`src/rtl/imm_pkg.sv`:
```
// ---------------------------------------------------------------------------
// imm_pkg
// Shared definitions for the decode-stage immediate generator.
//   imm_src_e : immediate format select (10-bit, 16-bit, 2-bit, none)
//   IMM*_W    : widths of the immediate fields within the instruction word.
//               Every field starts at bit 0 of the instruction word.
// ---------------------------------------------------------------------------
package imm_pkg;

    typedef enum logic [1:0] {
        IMM_10   = 2'b00,
        IMM_16   = 2'b01,
        IMM_2    = 2'b10,
        IMM_NONE = 2'b11
    } imm_src_e;

    localparam int IMM10_W = 10;
    localparam int IMM16_W = 16;
    localparam int IMM2_W  = 2;

endpackage : imm_pkg

```
`src/rtl/imm_sext_comb.sv`:
```
// ---------------------------------------------------------------------------
// imm_sext_comb
// Pure combinational select-and-sign-extend of the immediate field.
// Ports:
//   field  in   IMM16_W  low bits of the instruction word. This is the widest
//                        field; the narrower fields are its low bits.
//   src    in   2        immediate format select (imm_src_e encoding)
//   imm    out  OUT_W    sign-extended immediate, 0 for IMM_NONE or an
//                        unknown select
// ---------------------------------------------------------------------------
module imm_sext_comb
    import imm_pkg::*;
#(
    parameter int OUT_W = 24
) (
    input  logic [IMM16_W-1:0] field,
    input  logic [1:0]         src,
    output logic [OUT_W-1:0]   imm
);

    always_comb begin
        // NOTE: assigning a default before the case means every path writes
        // imm, so no latch is inferred. It also makes an X/Z select decode to 0.
        imm = '0;
        case (src)
            IMM_10:   imm = {{(OUT_W-IMM10_W){field[IMM10_W-1]}}, field[IMM10_W-1:0]};
            IMM_16:   imm = {{(OUT_W-IMM16_W){field[IMM16_W-1]}}, field[IMM16_W-1:0]};
            IMM_2:    imm = {{(OUT_W-IMM2_W){field[IMM2_W-1]}},   field[IMM2_W-1:0]};
            IMM_NONE: imm = '0;
            default:  imm = '0;
        endcase
    end

endmodule : imm_sext_comb

```
`src/rtl/sign_extend_20.sv`:
```
// ---------------------------------------------------------------------------
// sign_extend_20
// Decode-stage immediate generator. It selects an immediate field from the
// instruction word, sign-extends the field to the datapath width, and
// registers the result. The latency is exactly one cycle and there is no
// enable: the register captures on every clock edge.
// Ports:
//   clk      in   1      clock, rising edge
//   rst      in   1      asynchronous, active-high reset (clears Imm_Ext)
//   In       in   IN_W   instruction word
//   ImmSrc   in   2      immediate format select (imm_src_e encoding)
//   Imm_Ext  out  OUT_W  registered sign-extended immediate
// ---------------------------------------------------------------------------
module sign_extend_20
    import imm_pkg::*;
#(
    parameter int IN_W  = 34,
    parameter int OUT_W = 24   // must be >= IMM16_W
) (
    input  logic              clk,
    input  logic              rst,
    input  logic [IN_W-1:0]   In,
    input  logic [1:0]        ImmSrc,
    output logic [OUT_W-1:0]  Imm_Ext
);

    logic [OUT_W-1:0] imm_next;

    // Instruction bits above the widest field never reach the immediate.
    logic unused_hi;
    assign unused_hi = ^In[IN_W-1:IMM16_W];

    imm_sext_comb #(
        .OUT_W (OUT_W)
    ) u_sext (
        .field (In[IMM16_W-1:0]),
        .src   (ImmSrc),
        .imm   (imm_next)
    );

    // NOTE: sequential state uses non-blocking assignments so that every
    // flop samples its inputs from before the clock edge.
    always_ff @(posedge clk or posedge rst) begin
        if (rst) Imm_Ext <= '0;
        else     Imm_Ext <= imm_next;
    end

    // Design-intent checks
    a_out_width: assert property (@(posedge clk) $bits(Imm_Ext) == OUT_W);

    a_reset_zero: assert property (@(posedge clk) rst |-> (Imm_Ext == '0));

    a_one_cycle: assert property (@(posedge clk) disable iff (rst)
        !$past(rst) |-> (Imm_Ext == $past(imm_next)));

endmodule : sign_extend_20

```
`config.mk`:
```
export PLATFORM = sky130hd
export DESIGN_NAME = sign_extend_20
export DESIGN_NICKNAME = d
export VERILOG_FILES = /design/src/rtl/imm_pkg.sv /design/src/rtl/imm_sext_comb.sv /design/src/rtl/sign_extend_20.sv
export SDC_FILE = /design/constraint.sdc
export NUM_CORES = 1
export LEC_CHECK = 0
export ABC_AREA = 1
export CAP_MARGIN = 5
export CORE_ASPECT_RATIO = 0.8
export CORE_MARGIN = 5
export CORE_UTILIZATION = 30
export DETAILED_ROUTE_END_ITERATION = 12
export MAX_ROUTING_LAYER = met4
export PLACE_DENSITY = 0.87
export SYNTH_ARGS = -nofsm -noshare
export SYNTH_HDL_FRONTEND = slang
export SYNTH_SLANG_ARGS = --single-unit
export TNS_END_PERCENT = 20
```
`constraint.sdc`:
```
create_clock -name clk -period 0.9 [get_ports clk]
set_input_delay 0.225 -clock clk [delete_from_list [all_inputs] [get_ports clk]]
set_output_delay 0.225 -clock clk [all_outputs]
set_load 0.02 [all_outputs]
```
### Yosys cells after proc, flatten, opt, wreduce, memory -nomap -nowiden

Cells that the tools add are included.

* register bits: 24
* output and inout port bits: 24

* equal/unequal tests: 3
* mux-type cells: 1
* reduce and logical (&&, ||, !) cells: 1

Operators by type and width (count)
* $pmux W24 S4: 1
* $eq A2 B2 Y1 const B: 2
* $eq A2 B1 Y1 const B: 1
* $logic_not A2 Y1: 1

### Logic depth before layout (Yosys ltp)

* depth after elaboration: 2
* mapped depth: 5
* mapped depth without buffers: 3

### Modules after synthesis

From an unflattened synthesis, not the netlist that was laid out.

* cell total of the unflattened synthesis: 70
* area total of the unflattened synthesis: 863.3 µm²

Modules (own cells, without submodules)
* sign_extend_20: instances 1, cells an instance 25, area an instance 604.3 µm², sequential area each 600.6 µm²
* imm_sext_comb: instances 1, cells an instance 45, area an instance 259.0 µm², sequential area each 0.0 µm²

### Worst setup path before layout

OpenSTA, ideal clock, no wires.

* kind: flip-flop to output port
* from: reg, netlist name Imm_Ext[22]
* to: out Imm_Ext[16]
* arrival: 0.739 ns
* setup slack: -0.064 ns
* cell stages (with the launch flop): 2
* path buffers: 1
* path through: dfrtp_1 -> buf_4

RTL lines
* to (decl): line sign_extend_20.sv:24 `output logic [OUT_W-1:0] Imm_Ext`

==> impl_metrics.ini <==
[run_status]
status = complete, but fails checks
violations = setup timing

[timing]
worst_pin_slew_ps = 180.6
tns_ps = -4380
hold_viol_final = 0
fmax_mhz = 827.9
fin_crit_sh = 1.342
final-setup-viol-count = 29
rsz0062_at_grt = yes
relSlewSlack = 0.8796
slew_viol_final = 0
layout_min_cycle_time_ps = 1208
worst_slack_ps = -307.9

[die]
initial_utilization = 0.3154
die_x_um = 63.26
rows = 15
pin_count = 62
coreArea_um2 = 2158
die_h_um = 52.61
die-area_um2 = 3328

[run]
drv_cap = 0

[clock_tree]
clockBufferDepth = 2
clock-sinks = 16
path_clk_slew_ps = 90
htree_levels = 1
root_buffer = clkbuf_4
cts_buffers = 3
hold_buffers = 0
cts_tree = built

[placement]
place.port_buffers = 43
routabilityCongestion = 0.6837

[power_and_ir_drop]
power_density_nw_per_um2 = 1582
total_power_uw = 1726
ir_drop_mv = 0.8044
p_leak_uw = 0.0005817

[synthesis]
synth.net_count = 100
postSynthAreaPerCell_um2 = 10.98
netlist.area_leader.share = 0.5882
synth-seq-area-share = 0.5882
syn-cell-area_um2 = 680.7
ys_ff_latch = 16
ys_warn_count = 0
yosysUniqueCellTypes = 11
synthTopCellsByArea = dfrtp_1 59%, buf_4 8.8%, nand2_1 8.8%
yosysTopAreaCell = dfrtp_1
synthesis.instances = 62

[setup_path]
cp-end-kind = output port
cp.depth = 2
path_max_fanout = 6
cp_common_cell = buf_6
critical_path.top_delay_family = flip-flops
startpoint_type = flop
cp-startpoint = Imm_Ext[22]
cp.arrival_ps = 980
critPathKind = flop to output port
path_cells = buf_6 -> buf_6
crit_path_top_delay_cell = dfrtp_2
slowest_delay_ps = 440
critical_path_buf_inv_count = 2
critPathRequiredTime_ps = 670

[final_layout]
syn2layout_area_growth_pct = 60.29
multi_input_area_um2 = 177.7
mostFrequentLayoutCells = 19 x clkdlybuf4s50_1, 17 x buf_2, 16 x nand2_1
reg_top3 = Imm_Ext x16
regMostFlops = Imm_Ext
largest_reg_flops = 16
final_common_cell = clkdlybuf4s50_1
fill_cells = 194
insertedDiodeCount = 0
regArea_um2 = 401.6
drive_above_1_share = 0.4151
finalNetCount = 145

[global_routing]
antenna_found_initial = 0
grt_pass1_wl_mm = 2.718
overflow = 0
grt_usage = 0.1091
grt_pass1_vias = 622
grt_max_degree = 15

[detailed_routing]
vias_per_cell = 4.397
drt-wirelength-per-cell_um = 12.13
vias = 576
first_iter_violations = 6
dr.pass1.iters = 4
wl_mm = 1.589
route.detailed.drc = 0
final_antenna_net_count = 0

[min_path]
min_path_type = primary input to asynchronous set/reset pin
routing by layer:
layer  GRT usage  wire [µm]
met2      0.1980        865
met4     0.07266         19
met3     0.03648        162
met1     0.09894        541
met5           -          0
logic make-up after synthesis:
| family | share of synthesized area |
|---|---|
| buf+inv | 0.1581 |
| simple gates | 0.2316 |
| flops | 0.5882 |
| compound gates | 0.02205 |
area by class of cell:
cell class,count,area share
multi-input cells,32,0.1628
repair buffers,51,0.3945
well taps,25,0.02867
clock buffers,4,0.03326
inverters,3,0.01261
flip-flops and latches,16,0.3681
path summary, 6_finish.rpt:
path                       slack [ps]          end
min in group clk                  460   Imm_Ext[6]
setup / recovery                 -310  Imm_Ext[21]
hold / removal                    260   Imm_Ext[3]
max in group asynchronous         510   Imm_Ext[1]
metrics by stage:
step | hold slack, ps | cell area, µm² | setup slack [ps] | std cells | utilization
after floorplan | 138.7 | 681.9 | 26.49 | 62 | -
after global placement | 570.3 | 1115 | -341.9 | 126 | 0.5165
after detailed placement | 565.2 | 1115 | -371.7 | 126 | 0.5165
after CTS | 258.2 | 1072 | -319.4 | 131 | 0.4968
after global routing | 281.4 | 1091 | -337.8 | 131 | 0.5055
final | 257.8 | 1091 | -307.9 | 131 | 0.5055
Yosys cell counts:
library cell	count
inv_1	1
buf_6	3
inv_2	1
inv_4	1
nand3_2	3
dfrtp_1	16
nand2_1	16
nand3_1	10
a21boi_0	2
buf_4	8
nand3_4	1
report_power, final:
part / switching, µW / internal [µW] / total [µW] / leakage (µW)
sequential: 19.8 / 774 / 793 / 0.000198
clock: 224 / 246 / 471 / 0.0000210
combinational: 240 / 222 / 461 / 0.000363
timing repair:
item / 4_1_cts / 5_1_grt
buffers inserted: 1 / 0
gates resized for setup: 107 / 6
endpoints found under the setup margin: 31 / 39
pin swaps: 1 / 1
Note: power is estimated with default switching activity, not from simulation.
